==> config.mk <==
export PLATFORM = sky130hd
export DESIGN_NAME = rf_access_sequencer_flat
export DESIGN_NICKNAME = d
export VERILOG_FILES = /design/src/rtl/rf_access_sequencer_if.sv /design/src/rtl/rf_access_sequencer.sv /design/src/flat_wrapper.sv
export SDC_FILE = /design/constraint.sdc
export NUM_CORES = 1
export LEC_CHECK = 0
export BUFFER_PORTS_ARGS = -buffer_cell sky130_fd_sc_hd__buf_2
export CAP_MARGIN = 40
export CORE_MARGIN = 3
export CORE_UTILIZATION = 45
export CTS_CLUSTER_DIAMETER = 80
export DETAILED_ROUTE_END_ITERATION = 10
export HOLD_SLACK_MARGIN = 0.02
export PLACE_DENSITY = 0.79
export SLEW_MARGIN = 5
export SYNTH_ARGS = -nofsm -noshare
export SYNTH_HDL_FRONTEND = slang
export SYNTH_SLANG_ARGS = --single-unit
==> constraint.sdc <==
create_clock -name clk -period 1.81 [get_ports clk]
set_input_delay 0.0905 -clock clk [delete_from_list [all_inputs] [get_ports clk]]
set_output_delay 0.0905 -clock clk [all_outputs]
set_load 0.1 [all_outputs]
==> src/rtl/rf_access_sequencer_if.sv <==
// Request, execution-result and register-file pin bundle for rf_access_sequencer.
// master = the sequencer, slave = requester / execution stage / register file side.
interface rf_access_sequencer_if #(
    parameter int unsigned DATA_WIDTH = 32,
    parameter int unsigned ADDR_WIDTH = 5
);
    logic                  req_valid;
    logic                  req_ready;
    logic [ADDR_WIDTH-1:0] req_rs;
    logic [ADDR_WIDTH-1:0] req_rt;
    logic [ADDR_WIDTH-1:0] req_rd;
    logic                  req_wb;

    logic                  opnd_valid;
    logic [DATA_WIDTH-1:0] opnd_a;
    logic [DATA_WIDTH-1:0] opnd_b;

    logic                  res_valid;
    logic                  res_ready;
    logic [DATA_WIDTH-1:0] res_data;

    logic                  done;

    logic [ADDR_WIDTH-1:0] rf_addr_r1;
    logic [ADDR_WIDTH-1:0] rf_addr_r2;
    logic [ADDR_WIDTH-1:0] rf_addr_w;
    logic [DATA_WIDTH-1:0] rf_data_w;
    logic                  rf_read;
    logic                  rf_write;
    logic [DATA_WIDTH-1:0] rf_data_r1;
    logic [DATA_WIDTH-1:0] rf_data_r2;

    modport master (
        input  req_valid, req_rs, req_rt, req_rd, req_wb,
        output req_ready,
        output opnd_valid, opnd_a, opnd_b,
        input  res_valid, res_data,
        output res_ready,
        output done,
        output rf_addr_r1, rf_addr_r2, rf_addr_w, rf_data_w, rf_read, rf_write,
        input  rf_data_r1, rf_data_r2
    );

    modport slave (
        output req_valid, req_rs, req_rt, req_rd, req_wb,
        input  req_ready,
        input  opnd_valid, opnd_a, opnd_b,
        output res_valid, res_data,
        input  res_ready,
        input  done,
        input  rf_addr_r1, rf_addr_r2, rf_addr_w, rf_data_w, rf_read, rf_write,
        output rf_data_r1, rf_data_r2
    );
endinterface

==> src/rtl/rf_access_sequencer.sv <==
// Sequences one instruction's register-file read, operand capture, execute wait and
// optional write-back; every output is a flop so nothing is combinational from inputs.
module rf_access_sequencer #(
    parameter int unsigned DATA_WIDTH = 32,
    parameter int unsigned ADDR_WIDTH = 5
) (
    input  logic                 clk,
    input  logic                 rst_n,
    rf_access_sequencer_if.master bus
);

    typedef enum logic [2:0] {
        IDLE = 3'd0,
        RD   = 3'd1,
        CAP  = 3'd2,
        EXE  = 3'd3,
        WB   = 3'd4
    } state_t;

    state_t state;
    state_t state_nxt;

    logic [ADDR_WIDTH-1:0] rs_q;
    logic [ADDR_WIDTH-1:0] rt_q;
    logic [ADDR_WIDTH-1:0] rd_q;
    logic                  wb_q;

    logic [DATA_WIDTH-1:0] opnd_a_q;
    logic [DATA_WIDTH-1:0] opnd_b_q;
    logic [ADDR_WIDTH-1:0] addr_w_q;
    logic [DATA_WIDTH-1:0] data_w_q;

    logic req_ready_q, rf_read_q, rf_write_q, opnd_valid_q, res_ready_q, done_q;
    logic req_ready_d, rf_read_d, rf_write_d, opnd_valid_d, res_ready_d, done_d;

    logic accept;
    logic res_take;
    logic wb_go;

    // Handshakes qualified by the registered ready flags, so the cycle right after
    // reset release (ready still low) cannot accept anything.
    assign accept   = (state == IDLE) && req_ready_q && bus.req_valid;
    assign res_take = (state == EXE) && res_ready_q && bus.res_valid;
    assign wb_go    = res_take && wb_q && (rd_q != '0);

    always_ff @(posedge clk or negedge rst_n) begin
        if (!rst_n) begin
            state <= IDLE;
        end else begin
            state <= state_nxt;
        end
    end

    always_comb begin
        state_nxt = state;
        unique case (state)
            IDLE:    if (accept) state_nxt = RD;
            RD:      state_nxt = CAP;
            CAP:     state_nxt = EXE;
            EXE:     if (res_take) state_nxt = wb_go ? WB : IDLE;
            WB:      state_nxt = IDLE;
            default: state_nxt = IDLE;
        endcase
    end

    // Control outputs are decoded from the upcoming state and registered.
    always_comb begin
        req_ready_d  = 1'b0;
        rf_read_d    = 1'b0;
        rf_write_d   = 1'b0;
        opnd_valid_d = 1'b0;
        res_ready_d  = 1'b0;
        done_d       = res_take;
        unique case (state_nxt)
            IDLE:    req_ready_d = 1'b1;
            RD:      rf_read_d   = 1'b1;
            CAP:     rf_read_d   = 1'b1;
            EXE: begin
                opnd_valid_d = 1'b1;
                res_ready_d  = 1'b1;
            end
            WB:      rf_write_d  = 1'b1;
            default: ;
        endcase
    end

    always_ff @(posedge clk or negedge rst_n) begin
        if (!rst_n) begin
            req_ready_q  <= 1'b0;
            rf_read_q    <= 1'b0;
            rf_write_q   <= 1'b0;
            opnd_valid_q <= 1'b0;
            res_ready_q  <= 1'b0;
            done_q       <= 1'b0;
        end else begin
            req_ready_q  <= req_ready_d;
            rf_read_q    <= rf_read_d;
            rf_write_q   <= rf_write_d;
            opnd_valid_q <= opnd_valid_d;
            res_ready_q  <= res_ready_d;
            done_q       <= done_d;
        end
    end

    // Request latch, operand capture and write-back payload.
    always_ff @(posedge clk or negedge rst_n) begin
        if (!rst_n) begin
            rs_q     <= '0;
            rt_q     <= '0;
            rd_q     <= '0;
            wb_q     <= 1'b0;
            opnd_a_q <= '0;
            opnd_b_q <= '0;
            addr_w_q <= '0;
            data_w_q <= '0;
        end else begin
            if (accept) begin
                rs_q <= bus.req_rs;
                rt_q <= bus.req_rt;
                rd_q <= bus.req_rd;
                wb_q <= bus.req_wb;
            end
            if (state == CAP) begin
                opnd_a_q <= bus.rf_data_r1;
                opnd_b_q <= bus.rf_data_r2;
            end
            if (wb_go) begin
                addr_w_q <= rd_q;
                data_w_q <= bus.res_data;
            end
        end
    end

    assign bus.req_ready  = req_ready_q;
    assign bus.opnd_valid = opnd_valid_q;
    assign bus.opnd_a     = opnd_a_q;
    assign bus.opnd_b     = opnd_b_q;
    assign bus.res_ready  = res_ready_q;
    assign bus.done       = done_q;
    assign bus.rf_addr_r1 = rs_q;
    assign bus.rf_addr_r2 = rt_q;
    assign bus.rf_addr_w  = addr_w_q;
    assign bus.rf_data_w  = data_w_q;
    assign bus.rf_read    = rf_read_q;
    assign bus.rf_write   = rf_write_q;

endmodule

==> src/flat_wrapper.sv <==
// flat-port wrapper written by rule: the top's interface ports become plain ports
module rf_access_sequencer_flat 
#(
    parameter int unsigned DATA_WIDTH = 32,
    parameter int unsigned ADDR_WIDTH = 5
)
  (clk, rst_n, bus_req_valid, bus_req_rs, bus_req_rt, bus_req_rd, bus_req_wb, bus_req_ready, bus_opnd_valid, bus_opnd_a, bus_opnd_b, bus_res_valid, bus_res_data, bus_res_ready, bus_done, bus_rf_addr_r1, bus_rf_addr_r2, bus_rf_addr_w, bus_rf_data_w, bus_rf_read, bus_rf_write, bus_rf_data_r1, bus_rf_data_r2);
  rf_access_sequencer_if #(.DATA_WIDTH(DATA_WIDTH), .ADDR_WIDTH(ADDR_WIDTH)) bus_i ();
  input  logic clk;
  input  logic rst_n;
  input wire logic [$bits(bus_i.req_valid)-1:0] bus_req_valid;
  input wire logic [$bits(bus_i.req_rs)-1:0] bus_req_rs;
  input wire logic [$bits(bus_i.req_rt)-1:0] bus_req_rt;
  input wire logic [$bits(bus_i.req_rd)-1:0] bus_req_rd;
  input wire logic [$bits(bus_i.req_wb)-1:0] bus_req_wb;
  output wire logic [$bits(bus_i.req_ready)-1:0] bus_req_ready;
  output wire logic [$bits(bus_i.opnd_valid)-1:0] bus_opnd_valid;
  output wire logic [$bits(bus_i.opnd_a)-1:0] bus_opnd_a;
  output wire logic [$bits(bus_i.opnd_b)-1:0] bus_opnd_b;
  input wire logic [$bits(bus_i.res_valid)-1:0] bus_res_valid;
  input wire logic [$bits(bus_i.res_data)-1:0] bus_res_data;
  output wire logic [$bits(bus_i.res_ready)-1:0] bus_res_ready;
  output wire logic [$bits(bus_i.done)-1:0] bus_done;
  output wire logic [$bits(bus_i.rf_addr_r1)-1:0] bus_rf_addr_r1;
  output wire logic [$bits(bus_i.rf_addr_r2)-1:0] bus_rf_addr_r2;
  output wire logic [$bits(bus_i.rf_addr_w)-1:0] bus_rf_addr_w;
  output wire logic [$bits(bus_i.rf_data_w)-1:0] bus_rf_data_w;
  output wire logic [$bits(bus_i.rf_read)-1:0] bus_rf_read;
  output wire logic [$bits(bus_i.rf_write)-1:0] bus_rf_write;
  input wire logic [$bits(bus_i.rf_data_r1)-1:0] bus_rf_data_r1;
  input wire logic [$bits(bus_i.rf_data_r2)-1:0] bus_rf_data_r2;
  assign bus_i.req_valid = bus_req_valid;
  assign bus_i.req_rs = bus_req_rs;
  assign bus_i.req_rt = bus_req_rt;
  assign bus_i.req_rd = bus_req_rd;
  assign bus_i.req_wb = bus_req_wb;
  assign bus_req_ready = bus_i.req_ready;
  assign bus_opnd_valid = bus_i.opnd_valid;
  assign bus_opnd_a = bus_i.opnd_a;
  assign bus_opnd_b = bus_i.opnd_b;
  assign bus_i.res_valid = bus_res_valid;
  assign bus_i.res_data = bus_res_data;
  assign bus_res_ready = bus_i.res_ready;
  assign bus_done = bus_i.done;
  assign bus_rf_addr_r1 = bus_i.rf_addr_r1;
  assign bus_rf_addr_r2 = bus_i.rf_addr_r2;
  assign bus_rf_addr_w = bus_i.rf_addr_w;
  assign bus_rf_data_w = bus_i.rf_data_w;
  assign bus_rf_read = bus_i.rf_read;
  assign bus_rf_write = bus_i.rf_write;
  assign bus_i.rf_data_r1 = bus_rf_data_r1;
  assign bus_i.rf_data_r2 = bus_rf_data_r2;
  rf_access_sequencer #(.DATA_WIDTH(DATA_WIDTH), .ADDR_WIDTH(ADDR_WIDTH)) u_core (.clk(clk), .rst_n(rst_n), .bus(bus_i));
endmodule
==> Word-level counts from Yosys, hierarchy flattened <==
Index checks and enable logic that the tools add are counted.
{ "word_totals": {"rom_bits": 0, "register_bits": 125, "latchBits": 0, "input_bits": 116, "elab_cells": 39, "out_inout_bits": 117, "n_memories": 0, "mem_bits_rw": 0} }
{ "classes": {"bitwise_logic": 0, "n_reduce_logical": 10, "n_shift": 0, "div_mod_pow": 0, "n_addsub": 0, "order_cmp": 0, "n_mux": 8, "n_eq_ne": 7, "mul": 0} }
{ "op_table": {"columns": ["cell", "count"], "rows": [
  ["3-bit by 2-bit == test with 1-bit output, second input constant", 4],
  ["3-bit one-hot mux with 4 select lines", 1],
  ["3-bit 2-to-1 mux", 3],
  ["3-bit by 1-bit == test with 1-bit output, second input constant", 2],
  ["1-bit logical AND", 6],
  ["3-bit logical NOT", 2],
  ["5-bit nonzero test", 1],
  ["1-bit 2-to-1 mux", 4],
  ["3-bit == test, second input constant", 1],
  ["2-bit OR reduction", 1]
]} }

==> Depth between registers and ports, before layout <==
{ "logic_depth": {"word_depth": 11, "depth_mapped": 6} }

==> Worst setup path after synthesis <==
OpenSTA, ideal clock, no wires.
{ "synth_timing": {"path_type": "reg-to-reg", "startpoint": "reg, netlist name u_core.bus.opnd_valid", "endpoint": "reg u_core.addr_w_q[0] (netlist: u_core.bus.rf_addr_w[0])", "stages_incl_launch_ff": 6, "synth_period_minus_slack_ps": 2197, "path_slack_ps": -387, "arrival_time_ps": 2071, "t_required_ps": 1685, "cell_sequence": "dfrtp_1 and3_1 and2b_1 o311a_4 buf_6 mux2_2"} }
{ "synth_lines": {"columns": ["element", "line_no", "text"], "rows": [
  ["end signal: assignment", "rf_access_sequencer.sv:128", "addr_w_q <= rd_q;"],
  ["end: declaration", "rf_access_sequencer.sv:30", "logic [ADDR_WIDTH-1:0] addr_w_q;"]
]} }

==> Worst setup path in the final report <==
{ "layout_timing": {"startpoint": "reg u_core.state[2]", "endpoint": "reg u_core.data_w_q[11] (netlist: u_core.bus.rf_data_w[11])"} }
{ "layout_via": {"elab_chain_cells": 5} }
{ "layout_lines": {"columns": ["element", "line_no", "text"], "rows": [
  ["start: declaration", "rf_access_sequencer.sv:20", "state_t state;"],
  ["start signal: assignment", "rf_access_sequencer.sv:50", "state <= state_nxt;"],
  ["3-bit by 2-bit == test with 1-bit output", "rf_access_sequencer.sv:43", "assign res_take = (state == EXE) && res_ready_q && bus.res_valid;"],
  ["1-bit logical AND (2 in series)", "rf_access_sequencer.sv:43", null],
  ["via u_core.done_d", "rf_access_sequencer.sv:34", "logic req_ready_d, rf_read_d, rf_write_d, opnd_valid_d, res_ready_d, done_d;"],
  ["1-bit logical AND (2 in series)", "rf_access_sequencer.sv:44", "assign wb_go = res_take && wb_q && (rd_q != '0);"],
  ["end signal: assignment", "rf_access_sequencer.sv:129", "data_w_q <= bus.res_data;"],
  ["end: declaration", "rf_access_sequencer.sv:31", "logic [DATA_WIDTH-1:0] data_w_q;"]
]} }
The timed path passes the listed nets, and every way through them passes these cells.
A chain may end at the register's enable or synchronous reset.

==> metrics.md <==
| Metric | Value |
|---|---|
| Post-layout nets | about 750 |
| Slew headroom | 0.552 |
| Startpoint types | flip-flop |
| WL final | 14.0 mm |
| Register area | around 3100 um2 |
| CTS tree | yes |
| Layout Cells excl Fill | 776 |
| Worst-path cell chain | nand2b_1, and2b_2, o311a_4, mux2_2 |
| Worst-path maximum fanout | 20 |
| Area grow syn2layout | 68.1% |
| Ports | 233 |
| Worst Path Required | approximately 2.2 ns |
| Post-Place Cell Area | around 6000 um2 |
| Skew final | between 0.005 and 0.006 ns |
| Setup bufs post-CTS | 0 |
| RSZ-0062 raised after global routing | false |
| Avg Inst Size Synth | roughly 17 um2 |
| Critical path class | reg -> reg |
| Core Rows | 36 |
| Yosys warning count | 0 |
| Total gr overflow | 0 |
| DP HPWL | 7.71 mm |
| Placed cells | 629 |
| Crit path max-delay family | simple AND/OR/NAND/NOR gates |
| Slew Viols, Final | 0 |
| DR vias/cell | around 4.8 |
| Crit end category | flip-flop |
| Outcome | complete, no violations |
| Worst-path clk slew | 0.06 ns |
| Max stage delay on crit path | 0.39 ns |
| Fin. Hold Viols | 0 |
| Slew @ Worst Pin | 0.670 ns |
| Seq/Total Area, Yosys | 0.673 |
| Hold crit path type | in -> async |
| Tcrit/Tclk final | 0.953 |
| CORE AREA | 9910 um2 |
| Gr usage total | 0.241 |
| Die area | 11600 um2 |
| FF+latch count, synth | between 100 and 150 |
| DR DRC count | 0 |
| Cells after Synth | 270 |
| Final instance area | 7820 um2 |
| Setup Viol. Count Final | 0 |
| Crit path from | u_core.state[2]$_DFF_PN0_ |
| Fillers | 574 |
| Area of the multi-input gates | 1490 um2 |
| Die height | between 100 and 150 um |
| Iter 0 DRT Violations | 103 |
| CP bufs+invs | 0 |
| DRT antenna net count | 0 |
| Cts bufs inserted | 17 |
| Pin count of the biggest net entering global routing | 65 |
| Initial antenna violation count | 0 |
| WL met2 | 7.48 mm |
| Routed length on met1 | 5.14 mm |
| Layout cell share with drive strength beyond 1 | 0.613 |
| Critical-path top delay cell | o311a_4 |
| Vias | 3703 |
| Peak Freq | 579 MHz |
| CTS sink count | between 100 and 150 |
| Hold_ws | 0.196 ns |
| Syn Std Cell Area | approximately 4600 um2 |
| GPL Wtd Cong | 0.703 |
| Clock Root Buffer | clkbuf_8 |
| Antenna Cells | 0 |
| Max-cap viol count | 0 |
| First-pass GRT wire length | 21.2 mm |
| Fin crit period | 1.73 ns |
| Initial Util | 0.469 |
| Max clock buf depth | 2 |
| Initial DRT Pass Iterations | 4 |
| Metal3 WL | roughly 1.0 mm |
| Reg-to-reg startpoint | u_core.state[2]$_DFF_PN0_ |
| Port buffer count | 232 |
| Crit path DAT | 2.11 ns |
| Mapped Nets | just under 400 |
| CTS H-tree depth | 4 |
| Width of the die | about 110 um |
| Cell variety after synth | 18 |
| DR top layer | met4 |
| Vias in the first global route | 4116 |
| Avg WL per Cell | roughly 18 um |
| Clock Latency Late Sink | 0.51 ns |
==> worst register-to-register path, cell delays in order (launching register included) <==
cell	delay (ns)
dfrtp_1	0.38
nand2b_1	0.16
and2b_2	0.29
o311a_4	0.39
mux2_2	0.39
==> stage by stage <==
step | TNS (ns) | worst slack [ns] | utilization
global placement | -0.0292 | -0.00208 | 0.606
floorplan | 0 | 0.00526 | -
global route | 0 | 0.0385 | 0.789
CTS | 0 | 0.0393 | 0.786
finish | 0 | 0.0843 | 0.789
detailed placement | -1.07 | -0.0409 | 0.606
==> path summary, 6_finish.rpt <==
kind | to | slack (ns) | cells after the start
worst max register to register | u_core.bus.rf_data_w[11]$_DFFE_PN0N_ | 0.08 | 4
min in group clk | u_core.bus.req_ready$_DFF_PN0_ | 0.20 | 4
worst max-delay path | u_core.bus.rf_data_w[11]$_DFFE_PN0N_ | 0.08 | 4
worst min register to register | u_core.state[1]$_DFF_PN0_ | 0.48 | 1
max in group asynchronous | u_core.bus.opnd_a[28]$_DFFE_PN0N_ | 0.56 | 3
worst min-delay path | u_core.bus.opnd_b[27]$_DFFE_PN0N_ | 0.20 | 3
==> cell usage in the layout (no fill, tap or decap), drive strengths merged, types with 3 or more instances in the layout <==
cell type and n:
bufinv 4, dlygate4sd3 115, mux2 117, clkbuf 23
nor2 4, clkinv 3, buf 239, dfrtp 125
o311a 4
==> synth_stat cells, drive strengths merged <==
cell | number | share of area
or2 | 1 | 0.0013
nor2 | 4 | 0.0038
o311a | 2 | 0.0067
and3 | 1 | 0.0013
mux2 | 117 | 0.28
nor4 | 1 | 0.0013
buf | 13 | 0.020
and4b | 1 | 0.0022
or3 | 1 | 0.0013
dfrtp | 125 | 0.67
nand2b | 1 | 0.0013
and2b | 1 | 0.0016
nor3 | 1 | 0.0011
a211oi | 1 | 0.0016
==> routing by layer <==
metal  vias up  global-route usage
met1      1811               0.258
met5         -                   0
met4         0               0.100
li1       1693                   -
met2       169               0.445
met3        30              0.0660
==> cell type report <==
cell class | count | share of cell area
Timing Repair Buffer | 354 | 0.309
Clock buffer | 23 | 0.0610
Multi-Input combinational cell | 134 | 0.190
Tap cell | 133 | 0.0213
Sequential cell | 125 | 0.401
Clock inverter | 7 | 0.0173
==> registers in the layout, summed over array words and instances, names as in the netlist <==
register,flops
u_core.bus.done,1
u_core.bus.rf_write,1
u_core.bus.rf_addr_r1,5
u_core.bus.rf_addr_r2,5
u_core.bus.rf_addr_w,5
u_core.bus.opnd_a,32
u_core.bus.opnd_valid,1
u_core.bus.opnd_b,32
u_core.state,3
u_core.bus.req_ready,1
u_core.bus.rf_read,1
u_core.wb_q,1
u_core.rd_q,5
u_core.bus.rf_data_w,32
==> cell families (layout without fill, tap and decap cells) <==
group                  count (synthesis)  in the layout  share of synthesized area
flip-flops                           125            125                      0.673
AND/OR/NAND/NOR                       12             12                     0.0153
multiplexers                         117            117                      0.283
AO/OA/AOI/OAI                          3              5                    0.00835
buffers and inverters                 13            384                     0.0199
==> repair_timing <==
action	in CTS	in global routing
hold buffers	115	0
setup endpoints to repair	37	15
resized for setup	1	3
pin swaps	1	0
cloned	1	1
hold endpoints to repair	239	0
Power is left out: the tool's default activity adds up to more than one toggle a clock period on the data nets, which glitch-free logic cannot reach.
